**src/rtl/paint_sprite_blitter_pkg.sv**
```systemverilog
// rtl/paint_sprite_blitter_pkg.sv - shared types and constants for the sprite blitter
// Purpose: coordinate/palette types, FSM state enum, latched job record, frame and sheet geometry.
// Ports: none (package).
package paint_sprite_blitter_pkg;

  localparam int COOR_WIDTH   = 12;
  localparam int ROM_WIDTH    = 19;
  localparam int PAL_WIDTH    = 2;
  localparam int SPRITE_WIDTH = 2446;
  localparam int FRAME_WIDTH  = 1280;
  localparam int FRAME_HEIGHT = 300;

  typedef logic [COOR_WIDTH-1:0]      coord_t;
  typedef logic signed [COOR_WIDTH:0] scoord_t;
  typedef logic [PAL_WIDTH-1:0]       pal_t;
  typedef logic [ROM_WIDTH-1:0]       rom_addr_t;

  typedef enum logic [1:0] {IDLE, SCAN, DRAIN, DONE} blit_state_e;

  typedef struct packed {
    coord_t sprite_x;
    coord_t sprite_y;
    coord_t frame_x;
    coord_t frame_y;
    coord_t width;
    coord_t height;
    logic   flip_x;
  } job_t;

  // Signed frame base plus unsigned element offset, one bit wider than a coordinate.
  function automatic scoord_t frame_coord(input coord_t base, input coord_t off);
    scoord_t b;
    scoord_t o;
    b = {base[COOR_WIDTH-1], base};
    o = {1'b0, off};
    return b + o;
  endfunction

endpackage

```
**src/rtl/paint_sprite_blitter_if.sv**
```systemverilog
// rtl/paint_sprite_blitter_if.sv - job, sprite ROM and frame write signals of the blitter
// Purpose: bundles the compositor job handshake, the ROM read port and the frame-RAM write port.
// Modports: master = compositor/ROM/frame side, slave = blitter.
interface paint_sprite_blitter_if;
  import paint_sprite_blitter_pkg::*;

  logic      start;
  coord_t    sprite_x;
  coord_t    sprite_y;
  coord_t    frame_x;
  coord_t    frame_y;
  coord_t    width;
  coord_t    height;
  logic      flip_x;
  logic      busy;
  logic      done;
  rom_addr_t rom_addr;
  pal_t      rom_data;
  logic      write_en;
  coord_t    write_x;
  coord_t    write_y;
  pal_t      write_palette;

  modport master (
    output start, sprite_x, sprite_y, frame_x, frame_y, width, height, flip_x, rom_data,
    input  busy, done, rom_addr, write_en, write_x, write_y, write_palette
  );

  modport slave (
    input  start, sprite_x, sprite_y, frame_x, frame_y, width, height, flip_x, rom_data,
    output busy, done, rom_addr, write_en, write_x, write_y, write_palette
  );

endinterface

```
**src/rtl/paint_sprite_blitter_delay_line.sv**
```systemverilog
// rtl/paint_sprite_blitter_delay_line.sv - resettable shift register of DEPTH stages
// Purpose: carries {valid,x,y} alongside the ROM read so it lines up with rom_data.
// Ports: clk_i, rst_i (sync, active-high), din_i [WIDTH], dout_o [WIDTH] = din_i delayed DEPTH cycles.
module paint_sprite_blitter_delay_line #(
  parameter int WIDTH = 1,
  parameter int DEPTH = 1
) (
  input  logic             clk_i,
  input  logic             rst_i,
  input  logic [WIDTH-1:0] din_i,
  output logic [WIDTH-1:0] dout_o
);

  logic [WIDTH-1:0] stage_q [DEPTH];

  always_ff @(posedge clk_i) begin
    if (rst_i) begin
      for (int i = 0; i < DEPTH; i++) stage_q[i] <= '0;
    end else begin
      stage_q[0] <= din_i;
      for (int i = 1; i < DEPTH; i++) stage_q[i] <= stage_q[i-1];
    end
  end

  assign dout_o = stage_q[DEPTH-1];

endmodule

```
**src/rtl/paint_sprite_blitter.sv**
```systemverilog
// rtl/paint_sprite_blitter.sv - copies a sprite rectangle from sprite ROM to the frame write port
// Purpose: one pixel per clock, with flip, clipping to the frame and transparent-index skipping.
// Ports: clk_33m, rst (sync, active-high); bus (slave): start/job fields in, busy/done out,
//        rom_addr out / rom_data in (ROM_LATENCY later), write_en/write_x/write_y/write_palette out.
module paint_sprite_blitter
  import paint_sprite_blitter_pkg::*;
#(
  parameter int ROM_LATENCY     = 1,
  parameter bit TRANSPARENT_EN  = 1'b1,
  parameter int TRANSPARENT_IDX = 0
) (
  input logic                   clk_33m,
  input logic                   rst,
  paint_sprite_blitter_if.slave bus
);

  localparam int DRAIN_W = (ROM_LATENCY > 1) ? $clog2(ROM_LATENCY) : 1;
  localparam int PIPE_W  = 1 + 2 * COOR_WIDTH;

  blit_state_e          state_q;
  job_t                 job_q;
  job_t                 job_d;
  coord_t               x_q;
  coord_t               y_q;
  logic [DRAIN_W-1:0]   drain_q;

  logic                 accept;
  coord_t               last_x;
  coord_t               last_y;
  coord_t               sx;

  logic [PIPE_W-1:0]    pipe_in;
  logic [PIPE_W-1:0]    pipe_out;
  logic                 pipe_valid;
  coord_t               pipe_x;
  coord_t               pipe_y;
  scoord_t              fx;
  scoord_t              fy;
  logic                 in_frame;
  logic                 transparent;
  logic                 wr;

  // The DONE cycle reports busy=0, so a new job may be taken there back-to-back.
  assign accept = bus.start && (state_q == IDLE || state_q == DONE);

  assign job_d = '{sprite_x: bus.sprite_x, sprite_y: bus.sprite_y,
                   frame_x:  bus.frame_x,  frame_y:  bus.frame_y,
                   width:    bus.width,    height:   bus.height,
                   flip_x:   bus.flip_x};

  assign last_x = job_q.width  - coord_t'(1);
  assign last_y = job_q.height - coord_t'(1);

  always_ff @(posedge clk_33m) begin
    if (rst) begin
      state_q <= IDLE;
      job_q   <= '0;
      x_q     <= '0;
      y_q     <= '0;
      drain_q <= '0;
    end else begin
      case (state_q)
        IDLE, DONE: begin
          state_q <= IDLE;
          if (accept) begin
            job_q   <= job_d;
            x_q     <= '0;
            y_q     <= '0;
            state_q <= (bus.width == '0 || bus.height == '0) ? DONE : SCAN;
          end
        end
        SCAN: begin
          if (x_q == last_x) begin
            x_q <= '0;
            if (y_q == last_y) begin
              state_q <= DRAIN;
              drain_q <= '0;
            end else begin
              y_q <= y_q + coord_t'(1);
            end
          end else begin
            x_q <= x_q + coord_t'(1);
          end
        end
        DRAIN: begin
          // Hold off done until the last ROM read has come back and been written.
          if (drain_q == DRAIN_W'(ROM_LATENCY - 1)) state_q <= DONE;
          else drain_q <= drain_q + DRAIN_W'(1);
        end
        default: state_q <= IDLE;
      endcase
    end
  end

  assign bus.busy = (state_q == SCAN) || (state_q == DRAIN);
  assign bus.done = (state_q == DONE);

  // Mirroring only changes the ROM column; the frame column still runs 0..W-1.
  assign sx = job_q.flip_x ? (last_x - x_q) : x_q;

  assign bus.rom_addr = (state_q == SCAN)
      ? rom_addr_t'(32'(job_q.sprite_x) + 32'(sx)
                    + (32'(job_q.sprite_y) + 32'(y_q)) * 32'(SPRITE_WIDTH))
      : '0;

  assign pipe_in = {(state_q == SCAN), x_q, y_q};

  paint_sprite_blitter_delay_line #(
    .WIDTH (PIPE_W),
    .DEPTH (ROM_LATENCY)
  ) u_delay (
    .clk_i  (clk_33m),
    .rst_i  (rst),
    .din_i  (pipe_in),
    .dout_o (pipe_out)
  );

  assign {pipe_valid, pipe_x, pipe_y} = pipe_out;

  // job_q is stable here: a new job can only be latched after DRAIN has emptied the pipe.
  assign fx = frame_coord(job_q.frame_x, pipe_x);
  assign fy = frame_coord(job_q.frame_y, pipe_y);

  assign in_frame = (fx >= scoord_t'(0)) && (fx < scoord_t'(FRAME_WIDTH))
                 && (fy >= scoord_t'(0)) && (fy < scoord_t'(FRAME_HEIGHT));

  assign transparent = TRANSPARENT_EN && (bus.rom_data == pal_t'(TRANSPARENT_IDX));

  assign wr = pipe_valid && in_frame && !transparent;

  assign bus.write_en      = wr;
  assign bus.write_x       = wr ? fx[COOR_WIDTH-1:0] : '0;
  assign bus.write_y       = wr ? fy[COOR_WIDTH-1:0] : '0;
  assign bus.write_palette = wr ? bus.rom_data : '0;

endmodule

```
**src/flat_wrapper.sv**
```systemverilog
// flat-port wrapper written by rule: the top's interface ports become plain ports
module paint_sprite_blitter_flat import paint_sprite_blitter_pkg::*;
#(
  parameter int ROM_LATENCY     = 1,
  parameter bit TRANSPARENT_EN  = 1'b1,
  parameter int TRANSPARENT_IDX = 0
)
  (clk_33m, rst, bus_start, bus_sprite_x, bus_sprite_y, bus_frame_x, bus_frame_y, bus_width, bus_height, bus_flip_x, bus_rom_data, bus_busy, bus_done, bus_rom_addr, bus_write_en, bus_write_x, bus_write_y, bus_write_palette);
  paint_sprite_blitter_if bus_i ();
  input logic clk_33m;
  input logic rst;
  input wire logic [$bits(bus_i.start)-1:0] bus_start;
  input wire logic [$bits(bus_i.sprite_x)-1:0] bus_sprite_x;
  input wire logic [$bits(bus_i.sprite_y)-1:0] bus_sprite_y;
  input wire logic [$bits(bus_i.frame_x)-1:0] bus_frame_x;
  input wire logic [$bits(bus_i.frame_y)-1:0] bus_frame_y;
  input wire logic [$bits(bus_i.width)-1:0] bus_width;
  input wire logic [$bits(bus_i.height)-1:0] bus_height;
  input wire logic [$bits(bus_i.flip_x)-1:0] bus_flip_x;
  input wire logic [$bits(bus_i.rom_data)-1:0] bus_rom_data;
  output wire logic [$bits(bus_i.busy)-1:0] bus_busy;
  output wire logic [$bits(bus_i.done)-1:0] bus_done;
  output wire logic [$bits(bus_i.rom_addr)-1:0] bus_rom_addr;
  output wire logic [$bits(bus_i.write_en)-1:0] bus_write_en;
  output wire logic [$bits(bus_i.write_x)-1:0] bus_write_x;
  output wire logic [$bits(bus_i.write_y)-1:0] bus_write_y;
  output wire logic [$bits(bus_i.write_palette)-1:0] bus_write_palette;
  assign bus_i.start = bus_start;
  assign bus_i.sprite_x = bus_sprite_x;
  assign bus_i.sprite_y = bus_sprite_y;
  assign bus_i.frame_x = bus_frame_x;
  assign bus_i.frame_y = bus_frame_y;
  assign bus_i.width = bus_width;
  assign bus_i.height = bus_height;
  assign bus_i.flip_x = bus_flip_x;
  assign bus_i.rom_data = bus_rom_data;
  assign bus_busy = bus_i.busy;
  assign bus_done = bus_i.done;
  assign bus_rom_addr = bus_i.rom_addr;
  assign bus_write_en = bus_i.write_en;
  assign bus_write_x = bus_i.write_x;
  assign bus_write_y = bus_i.write_y;
  assign bus_write_palette = bus_i.write_palette;
  paint_sprite_blitter #(.ROM_LATENCY(ROM_LATENCY), .TRANSPARENT_EN(TRANSPARENT_EN), .TRANSPARENT_IDX(TRANSPARENT_IDX)) u_core (.clk_33m(clk_33m), .rst(rst), .bus(bus_i));
endmodule
```
**config.mk**
```make
export PLATFORM = sky130hd
export DESIGN_NAME = paint_sprite_blitter_flat
export DESIGN_NICKNAME = d
export VERILOG_FILES = /design/src/rtl/paint_sprite_blitter_pkg.sv /design/src/rtl/paint_sprite_blitter_if.sv /design/src/rtl/paint_sprite_blitter_delay_line.sv /design/src/rtl/paint_sprite_blitter.sv /design/src/flat_wrapper.sv
export SDC_FILE = /design/constraint.sdc
export NUM_CORES = 1
export LEC_CHECK = 0
export ABC_AREA = 1
export CORE_ASPECT_RATIO = 1.2
export CORE_MARGIN = 8
export CORE_UTILIZATION = 26
export CTS_CLUSTER_SIZE = 8
export DETAILED_ROUTE_END_ITERATION = 8
export GPL_TIMING_DRIVEN = 0
export PLACE_DENSITY = 0.49
export SKIP_LAST_GASP = 1
export SYNTH_ARGS = -nofsm -noshare
export SYNTH_HDL_FRONTEND = slang
export SYNTH_SLANG_ARGS = --single-unit
```
**constraint.sdc**
```tcl
create_clock -name clk_33m -period 7.75 [get_ports clk_33m]
set_input_delay 1.1625 -clock clk_33m [delete_from_list [all_inputs] [get_ports clk_33m]]
set_output_delay 1.1625 -clock clk_33m [all_outputs]
set_load 0.02 [all_outputs]
```
* Word level (Yosys, flattened, before mapping)
Memories as Yosys holds them, arrays and structs flattened.
Index checks and enable logic that the tools add are counted.
** Word-level totals
- Bits in registers :: 100
- Bits in writable memories :: 25
- Input bits :: 78
- Output and inout port bits :: 48
- Logic and storage cells :: 87
- Memories :: 1
** Operators by class
- Add/subtract/negate cells :: 11
- Multiply operators :: 1
- Order comparisons :: 4
- Equality and inequality tests :: 10
- Muxes and demuxes :: 26
- Reduce and logical (&&, ||, !) cells :: 23
** Memories
- u_core.u_delay.stage_q :: depth 1, bits a word 25, rd ports 1, clocked after Yosys merged registers in 0, write ports 1, line paint_sprite_blitter_delay_line.sv:14 : logic [WIDTH-1:0] stage_q [DEPTH];
** Operators with widths (count)
- 12-bit 2-to-1 mux :: 7
- 12-bit case mux with 2 select lines :: 2
- 32-bit by 11-bit multiplier with 18-bit output (second input constant) :: 1
- 12-bit by 12-bit adder with 13-bit output :: 2
- 12-bit by 13-bit adder with 13-bit output :: 2
- 13-bit by 1-bit greater-or-equal comparator with 1-bit output (second input constant) :: 2
- 25-bit 2-to-1 mux :: 1
- 25-bit OR reduction :: 1
- 12-bit by 1-bit adder with 12-bit output (second input constant) :: 2
- 12-bit == test :: 2
- 12-bit logical NOT :: 2
- 12-bit by 1-bit subtractor with 12-bit output (second input constant) :: 2
- 19-bit adder :: 1
- 19-bit 2-to-1 mux :: 1
- 13-bit by 10-bit < comparator with 1-bit output (second input constant) :: 1
- 13-bit by 12-bit < comparator with 1-bit output (second input constant) :: 1
- 2-bit 2-to-1 mux :: 6
- 12-bit subtractor :: 1
- 1-bit 2-to-1 mux :: 7
- 1-bit logical AND :: 6
- 2-bit by 1-bit inequality test with 1-bit output (second input constant) :: 3
- 2-bit case mux with 3 select lines :: 1
- 3-bit AND reduction :: 2
- 2-bit == test (second input constant) :: 2
- 11 further kinds :: 17

* Logic depth before layout (Yosys ltp)
An unclocked memory read counts as a cell.
- Depth after elaboration :: 9
- Gate-level depth with buffers :: 37
- Depth with buffers taken out :: 37

* Hierarchy
A second synthesis with hierarchy kept.
** Second synthesis, totals
- Cells, all modules :: 1621
- Area total of the unflattened synthesis :: 11071.9 um^2
** By module, submodules not included
- paint_sprite_blitter :: instances 1, cells an instance 1543, area an instance 10347.4 um^2, sequential area each 1981.9 um^2
- paint_sprite_blitter_delay_line :: instances 1, cells an instance 78, area an instance 724.4 um^2, sequential area each 500.5 um^2

* Least setup slack after synthesis
OpenSTA, ideal clock, no wires.
- Kind :: register -> output
- Start point :: reg u_core.y_q[0]
- End point :: out bus_rom_addr[15]
- Data arrival time :: 5.807 ns
- Path slack :: 0.781 ns
- Stages on the path, launching flop included :: 29
- Cell sequence :: dfxtp_1 -> ha_1 -> fa_1 -> a21oi_1 -> xnor2_1 -> ha_1 -> ha_1 -> fa_1 -> inv_1 -> fa_1 -> inv_1 -> ha_1 -> a21oi_1 -> o21ai_0 -> a21oi_1 -> xor2_1 -> inv_1 -> ha_1 -> nand2_1 -> nor3_1 -> nand3_1 -> nand3_1 -> nand2_1 -> nand2_1 -> nand2_1 -> nand2_1 -> nand2_1 -> o21a_1 -> nor3_1
** Between the ends
- Word-level cells in the longest chain between the ends :: 4
** Ends and longest elaborated chain
- from (decl) :: line paint_sprite_blitter.sv:24 : coord_t y_q;
- from (signal assigned) :: line paint_sprite_blitter.sv:79 : y_q <= y_q + coord_t'(1);
- 12-bit by 12-bit adder with 13-bit output :: line paint_sprite_blitter.sv:103 : + (32'(job_q.sprite_y) + 32'(y_q)) * 32'(SPRITE_WIDTH))
- 32-bit by 11-bit multiplier with 18-bit output :: line paint_sprite_blitter.sv:103
- 19-bit adder :: line paint_sprite_blitter.sv:103
- 19-bit 2-to-1 mux :: line paint_sprite_blitter.sv:102 : ? rom_addr_t'(32'(job_q.sprite_x) + 32'(sx)
- to (decl) :: line flat_wrapper.sv:23 : output wire logic [$bits(bus_i.rom_addr)-1:0] bus_rom_addr;
Every way passes these cells.

* Worst setup path after layout
- Start point :: reg u_core.y_q[0]
- End point :: out bus_rom_addr[12]
Same word-level chain as after synthesis.

==> summary.md <==
| Metric | Value |
|---|---|
| Status | `finished, final reports clean` |
| Syn avg cell area | `between 6 and 7 µm²` |
| Fin crit share | `0.967` |
| Maxcap violations | `0` |
| Setup CP Type | `flip-flop to output pin` |
| Path type of the worst min-delay path | `flip-flop to flip-flop` |
| Slew @ Worst Pin | `slightly above 800 ps` |
| Setup TNS | `0 ps` |
| Max Fclk | `between 100 and 150 MHz` |
| Die Ht | `244 µm` |
| Residual DRC count | `0` |
| Crit-path max FO | `5` |
| Io pins | `~130` |
| Clock-pin slew on the worst setup and hold paths | `around 60 ps` |
| Warnings, synthesis | `0` |
| H-tree depth | `4` |
| Library cell with the largest summed area after synthesis | `dfxtp_1` |
| Minimum clock period | `7500 ps` |
| RSZ-0062 raised after global routing | `true` |
| GR Overflow Total | `0` |
| CTS root buffer | `clkbuf_16` |
| DR vias | `10,800` |
| Antenna violations before repair | `1` |
| Avg WL per Cell | `between 15 and 20 µm` |
| Total GRT Usage | `0.141` |
| Vias in the first global route | `10,700` |
| Area Overhead vs Synth | `26.4%` |
| Worst skew pair latency | `~430 ps` |
| First-pass GRT wire length | `56,300 µm` |
| Arrival time worst endpoint | `around 6300 ps` |
| Initial Util | `0.263` |
| Register bit total from synthesis | `approximately 120` |
| Post-synth ARST share | `0` |
| Vias per cell | `~4.6` |
| Most frequent cells in the layout | `271 x nor2_1, 255 x nand2_1, 235 x inv_1, 118 x dfxtp_1` |
| Final net count | `2,053` |
| Post-synth EDFFs | `0` |
| Gpl congestion | `around 0.87` |
| DR pass1 iterations | `5` |
| CTS tree | `yes` |
| Max Root-Sink Buffers | `2` |
| DR iter-0 viols | `approximately 480` |
| Final non-filler cell total | `~2,400` |
| Setup Skew | `approximately 14 ps` |
| Max-slew violation count | `0` |
| Final setup viols | `0` |
| Dominant cells by area after synthesis | `dfxtp_1 22%, ha_1 14%, nor2_1 9.3%` |
| Post-DP HPWL | `30,500 µm` |
| Total CTS buffers | `17` |
| Cells after Synth | `1,656` |
| Commonest non-fill, non-tap cell in the layout | `nor2_1` |
| Sequential cell area fraction in the yosys report | `0.220` |
| Detail Route Antenna Nets | `0` |
| CORE AREA | `roughly 0.043 mm²` |
| Clk sinks | `approximately 120` |
| Top FF cell, synth | `dfxtp_1` |
| Hold_buf cts | `0` |
| Hold Slack | `485 ps` |
| Largest net degree at the start of global routing | `17` |
| Unique masters post-synth | `48` |
| DP Cell Count | `2,332` |
| # port buffers | `about 120` |
| Slew margin rel. | `0.447` |
| WL final | `~36,000 µm` |
| Layout cells sized above 1 | `0.0905` |
| Critical Path Start Type | `flip-flop` |
| Rows | `83` |
| Die Width | `a little over 200 µm` |
| Synth top area share | `0.220` |
| Synthesized area | `0.0113 mm²` |
| Endpoint type of the worst setup path | `output pin` |
| Fin. Hold Viols | `0` |
| WP data required | `~6600 ps` |
| Die area | `between 0.05 and 0.06 mm²` |
[timing repair]
action | in CTS | in global routing
setup endpoints to repair | 8 | 8
pin swaps | 10 | 13
gates resized for setup | 49 | 44
buffers inserted | 6 | 5
[cells in the mapped netlist, types with 7 or more instances]
master    instances
a21oi_1          96
a21oi_2           9
buf_1             7
clkbuf_1         26
dfxtp_1         124
fa_1             37
ha_1            128
inv_1           237
inv_2            13
nand2_1         260
nand2_2          12
nand3_1          99
nand4_1          21
nor2_1          278
nor3_1           17
nor4_1            9
o21a_1            7
o21ai_0         117
xnor2_1          32
xor2_1           60
[state kept, by name (all words and copies together), names as in the netlist]
name	count
u_core.job_q	73
u_core.state_q	2
u_core.u_delay.stage_q	25
u_core.x_q	12
u_core.y_q	12
[cell type report]
| class | instances | area, µm² |
|---|---|---|
| clock buffers | 17 | 425 |
| clock inverters | 15 | 200 |
| flip-flops and latches | 124 | 2490 |
| multi-input cells | 1241 | 8010 |
| well taps | 552 | 691 |
| plain buffers | 43 | 199 |
| diodes | 1 | 2.50 |
| repair buffers | 132 | 1270 |
| inverters | 251 | 942 |
| fillers | 4724 | 28600 |
[kinds of logic (layout without fill, tap and decap cells)]
| family | after synthesis | count (layout) | share of synthesized area |
|---|---|---|---|
| other | 1 | 5 | 0.000333 |
| AOI/OAI and AO/OA | 259 | 259 | 0.126 |
| adders and majority gates | 165 | 165 | 0.208 |
| buffers and inverters | 294 | 458 | 0.101 |
| xor gates and xnor gates | 93 | 93 | 0.0730 |
| and+or+nand+nor | 720 | 720 | 0.271 |
| DFF | 124 | 124 | 0.220 |
[worst max-delay path: stages, from the launching register on]
cell	delay [ps]
dfxtp_4	340
ha_2	200
fa_2	470
buf_4	170
inv_1	60
o21a_1	190
xnor2_4	200
ha_4	270
ha_1	290
ha_1	310
fa_1	550
inv_1	60
fa_1	530
inv_1	50
ha_2	310
nand2_1	90
nand2_1	50
o21bai_1	180
a21oi_1	160
xor2_1	240
ha_1	300
nand2_1	120
nand2_1	60
nor2_1	100
clkdlybuf4s50_1	620
[worst paths after layout]
check	cells after the start	startpoint	end	slack (ps)
hold / removal	2	u_core.job_q[2]	u_core.job_q[2]	490
setup / recovery	24	u_core.y_q[0]	bus_rom_addr[12]	250
setup reg to reg	16	u_core.job_q[13]	u_core.y_q[2]	4850
hold reg to reg	2	u_core.job_q[2]	u_core.job_q[2]	490
[per-stage QoR]
step                      setup WS [ps]  area (µm²)  utilization
after CTS                          1.10       14000        0.328
after detailed placement           -559       13200        0.308
after floorplan                     781       11300            -
after global routing              -76.4       14200        0.333
final                               252       14200        0.333
after global placement             -651       13200        0.308
[layer usage]
| metal | wire length (µm) | global-route usage | part of all wire |
|---|---|---|---|
| met3 | 1100 | 0.0206 | 0.030 |
| met2 | 18200 | 0.253 | 0.51 |
| met5 | 0 | 0 | 0 |
| met4 | 768 | 0.0416 | 0.021 |
| met1 | 15900 | 0.172 | 0.44 |
Power is not shown: default switching activity piles up to over one toggle a cycle in this logic, so the estimate is an artifact.
==> RTL change 1: new RTL, config.mk and constraints unchanged <==
Set the package constant `COOR_WIDTH` to 24 (it was 12).
--- a/src/rtl/paint_sprite_blitter_pkg.sv
+++ b/src/rtl/paint_sprite_blitter_pkg.sv
@@ -3,7 +3,7 @@
 // Ports: none (package).
 package paint_sprite_blitter_pkg;
 
-  localparam int COOR_WIDTH   = 12;
+  localparam int COOR_WIDTH   = 24;
   localparam int ROM_WIDTH    = 19;
   localparam int PAL_WIDTH    = 2;
   localparam int SPRITE_WIDTH = 2446;
Interface: changed (8 resized); port bits go from 126 to 222. No check against the original RTL was run, so the function may have changed too.
==> RTL change 1 against the original RTL <==
The run now ends with setup timing left. Sequential cell count rose by 109. Critical endpoint is now bus_rom_addr[18]. Highest routed layer unchanged. Sequential share of layout area is 1.8 points higher. Area after synthesis increased by 66%. Worst setup slack got worse by 1200 ps. Final area grew 70%. Routed wire length up 93%.
Power is left out: the tool's default activity adds up to more than one toggle a clock period on the data nets, which glitch-free logic cannot reach.
==> RTL change 1: results (changes against the original RTL) <==
* Final setup viols at 5 (was 0)
* Fillers at 7628 (was 4724)
* R2R Setup Slk at 3810 ps (was 4850 ps)
* Total track usage at 16.6% (was 14.1%)
* Max stage delay cell, worst path: fa_1 (was clkdlybuf4s50_1)
* First-pass GRT wire length at 104 mm (was 56.3 mm)
* Adder and majority cell fraction of the synthesized area at 16.8% (was 20.8%)
* Hold endpoint: u_core.u_delay.stage_q[0][47] (was u_core.job_q[2])
* Crit path DAT at 7580 ps (was 6340 ps)
* CP max stage delay at 550 ps (was 620 ps)
* Distinct cells, synth at 60 (was 48)
* Port buffer count at 182 (was 121)
* Maximum buffer depth of the clock tree at 3 (was 2)
* NumNets Final at 3398 (was 2053)
* Failing checks: setup timing
* Synth Area in Compound Gates at 12.6% (about the same)
* GP Congestion at 0.920 (was 0.872)
* XOR/XNOR Fraction of Synth Area at 7.72% (was 7.30%)
* DRT met1 WL at 30.5 mm (was 15.9 mm)
* Max reg flops at 134 (was 73)
* CP Capture Point: bus_rom_addr[18] (was bus_rom_addr[12])
* DRC at 0 (unchanged)
* DP Cell Count at 3868 (was 2332)
* Clock skew at 17.4 ps (was 14.1 ps)
* WL met2 at 32.8 mm (was 18.2 mm)
* Final setup TNS at -2160 ps (was 0 ps)
* Gate Count Post-Synth at 2733 (was 1656)
* M2 GR Usage at 28.8% (was 25.3%)
* Pin count of the biggest net entering global routing at 11 (was 17)
* Largest regs: u_core.job_q: 134 flops, u_core.u_delay.stage_q: 49 flops (was u_core.job_q: 73 flops, u_core.u_delay.stage_q: 25 flops)
* R2R Path End: u_core.x_q[23] (was u_core.y_q[2])
* Drt initial violations at 1056 (was 478)
* R2r startpoint: u_core.job_q[27] (was u_core.job_q[13])
* Dpl ws at -1980 ps (was -559 ps)
* Hold WS at 475 ps (was 485 ps)
* Total CTS buffers at 36 (was 17)
* Post-synthesis sequential area ratio at 24.9% (was 22.0%)
* Status: finished with violations (was complete, no violations)
* Synth area leaders: dfxtp_1 (25%), ha_1 (10%), nor2_1 (9.6%) (was dfxtp_1 (22%), ha_1 (14%), nor2_1 (9.3%))
* Startpoint types: flip-flop (unchanged)
* Hpwl dp at 57.6 mm (was 30.5 mm)
* Initial DRT Pass Iterations at 7 (was 5)
* Synth top cells by count: nor2_1 (479), nand2_1 (436), inv_1 (362) (was nor2_1 (278), nand2_1 (260), inv_1 (237))
* Hold Startpoint: u_core.x_q[23] (was u_core.job_q[2])
* Fin worst setup slack at -989 ps (was 252 ps)
* Dpl cell area at 21800 sq um (was 13200 sq um)
* Share of cells above drive strength 1 at 11.6% (was 9.05%)
* Metal3 WL at 3.25 mm (was 1.10 mm)
* Post-CTS sizing at 176 (was 49)
* M3 GR Usage at 2.58% (was 2.06%)
* Postcts setup bufs at 29 (was 6)
* Rel. slew slack at 40.6% (was 44.7%)
* Vias at 18200 (was 10800)
* Fin util at 34.1% (was 33.3%)
* Initial antenna violation count at 2 (was 1)
* Root Buffer: clkbuf_16 (unchanged)
* R2R depth at 17 (was 16)
* N_diodes at 0 (was 1)
[RTL change 1: changes by cell type in the layout (fill, tap and decap cells not counted), moves of 24 or more]
cell / before / now
buf_4: 17 / 79
o21ai_0: 115 / 205
a21oi_1: 89 / 154
clkbuf_1: 26 / 65
xor2_1: 55 / 111
nand2_1: 255 / 417
clkdlybuf4s50_1: 115 / 172
dfxtp_1: 118 / 224
inv_1: 235 / 344
nand4_1: 21 / 49
conb_1: 4 / 28
nor2_1: 271 / 465
[RTL change 1: tightest hold or removal path: stages, from the launching register on]
cell and delay (ps):
dfxtp_1 340, inv_1 60, nor2_1 40
[RTL change 1: layout make-up]
type / instances / area, sq um / share of cell area (%)
Buffer: 103 / 533 / 2.20
Clock buffer: 44 / 1000 / 4.14
Clock inverter: 3 / 26.3 / 0.108
Inverter: 368 / 1390 / 5.75
Multi-Input combinational cell: 2056 / 13200 / 54.5
Sequential cell: 233 / 4690 / 19.3
Tap cell: 926 / 1160 / 4.78
Timing Repair Buffer: 234 / 2220 / 9.16
==> RTL change 2: new RTL, same flow settings <==
Without the edit above. Make the reset (`rst` and `rst_i`) asynchronous in 2 clocked blocks.
--- a/src/rtl/paint_sprite_blitter_delay_line.sv
+++ b/src/rtl/paint_sprite_blitter_delay_line.sv
@@ -13,7 +13,7 @@
 
   logic [WIDTH-1:0] stage_q [DEPTH];
 
-  always_ff @(posedge clk_i) begin
+  always_ff @(posedge clk_i or posedge rst_i) begin
     if (rst_i) begin
       for (int i = 0; i < DEPTH; i++) stage_q[i] <= '0;
     end else begin
--- a/src/rtl/paint_sprite_blitter.sv
+++ b/src/rtl/paint_sprite_blitter.sv
@@ -51,7 +51,7 @@
   assign last_x = job_q.width  - coord_t'(1);
   assign last_y = job_q.height - coord_t'(1);
 
-  always_ff @(posedge clk_33m) begin
+  always_ff @(posedge clk_33m or posedge rst) begin
     if (rst) begin
       state_q <= IDLE;
       job_q   <= '0;
Behaviour: not the same (a bounded check fails within 4 cycles, from zero or initial values and one cycle with rst high; the reset may be asserted at any time).
==> RTL change 2 against the original RTL <==
Utilization increased by 0.072 points. Routed wire length decreased by 3.0%. Sequential share of layout area increased by 3.9 points. Critical path depth increased by 7. Register-to-register slack got worse by 60 ps. Sequential cell count unchanged. Non-clock buffer count increased by 3. Hold slack got worse by 52 ps. Final area increased by 2.2%. Worst setup slack improved by 80 ps. Area after synthesis increased by 1.7%. Critical endpoint is now bus_rom_addr[15]. Largest cell class unchanged.
Power is left out: the tool's default activity adds up to more than one toggle a clock period on the data nets, which glitch-free logic cannot reach.
==> RTL change 2: results (changes against the original RTL) <==
* Prevailing post-synth register cell: dfrtp_1 (was dfxtp_1)
* R2R depth at 17 (was 16)
* Hpwl dp at 28.3 mm (was 30.5 mm)
* Routed wire per std cell at 15.0 microns (was 15.1 microns)
* N_diodes at 0 (was 1)
* Async SR Flop Fraction at 100% (was 0%)
* R2r startpoint: u_core.job_q[13] (unchanged)
* GP Congestion at 0.851 (was 0.872)
* M2 GR Usage at 24.0% (was 25.3%)
* Fmax at 135 MHz (was 133 MHz)
* Status: complete, no violations (unchanged)
* Dpl ws at -796 ps (was -559 ps)
* Initial DRT Pass Iterations at 4 (was 5)
* # rows at 84 (was 83)
* Fillers at 4671 (was 4724)
* R2R Path End: u_core.y_q[8] (was u_core.y_q[2])
* R2R Setup Slk at 4790 ps (was 4850 ps)
* Clock skew at 7.24 ps (was 14.1 ps)
* Post-route non-filler standard cell count at 2328 (was 2376)
* Grt met1 use at 17.3% (was 17.2%)
* CP Capture Point: bus_rom_addr[15] (was bus_rom_addr[12])
* Total CTS buffers at 17 (unchanged)
* WL met2 at 17.1 mm (was 18.2 mm)
* Synth top cells by count: nand2_1 (438), inv_1 (255), nor2_1 (132) (was nor2_1 (278), nand2_1 (260), inv_1 (237))
* Rel. slew slack at 48.7% (was 44.7%)
* DRT met1 WL at 16.2 mm (was 15.9 mm)
* Critical Path Fanout Max at 4 (was 5)
* Total track usage at 13.6% (was 14.1%)
* Post-CTS sizing at 50 (was 49)
* Synth area leaders: dfrtp_1 (27%), nand2_1 (14%), ha_1 (14%) (was dfxtp_1 (22%), ha_1 (14%), nor2_1 (9.3%))
* First-pass GRT wire length at 55.8 mm (was 56.3 mm)
* Metal3 WL at 1.20 mm (was 1.10 mm)
* Drt initial violations at 547 (was 478)
* CP max stage delay at 520 ps (was 620 ps)
* Max stage delay cell, worst path: fa_1 (was clkdlybuf4s50_1)
* Vias at 10400 (was 10800)
* Initial antenna violation count at 0 (was 1)
* Distinct cells, synth at 39 (was 48)
* DP Cell Count at 2271 (was 2332)
* Share of cells above drive strength 1 at 8.42% (was 9.05%)
==> RTL change 2: changes by cell type after synthesis, sizes merged, moves of 5 or more <==
cell    delta
dfrtp    +124
clkbuf     -7
inv        +5
dfxtp    -124
nor2     -148
a21oi     -27
buf        -5
o21ai     -53
nand2    +169
nand3     -13
nor3       +7
xor2      +11
==> RTL change 2: logic make-up after synthesis <==
logic type / Yosys count / share of synthesized area [%]
AO/OA/AOI/OAI: 180 / 8.62
XOR/XNOR: 103 / 7.88
adder cells (fa/ha/maj): 165 / 20.5
buffers and inverters: 286 / 9.63
flip-flops: 124 / 27.1
other: 1 / 0.0328
AND/OR/NAND/NOR: 728 / 26.3
==> RTL change 2: layout make-up <==
class | count | area [sq um] | share of cell area (%)
multi-input cells | 1180 | 7610 | 52.3
clock buffers | 19 | 443 | 3.05
clock inverters | 13 | 143 | 0.981
flip-flops and latches | 124 | 3110 | 21.4
repair buffers | 147 | 1430 | 9.81
plain buffers | 31 | 145 | 0.998
inverters | 255 | 962 | 6.62
well taps | 559 | 699 | 4.81
==> RTL change 2: how the worst min path moves through the flow <==
| stage | startpoint | endpoint | slack, ps | cells after the start |
|---|---|---|---|---|
| global route | u_core.x_q[7] | u_core.u_delay.dout_o[19] | 460 | 0 |
| global placement | u_core.x_q[4] | u_core.u_delay.dout_o[16] | 430 | 0 |
| CTS | u_core.x_q[7] | u_core.u_delay.dout_o[19] | 440 | 0 |
| floorplan | u_core.x_q[2] | u_core.u_delay.dout_o[14] | 390 | 0 |
| finish | u_core.x_q[7] | u_core.u_delay.dout_o[19] | 430 | 0 |
| detailed placement | u_core.x_q[7] | u_core.u_delay.dout_o[19] | 420 | 0 |
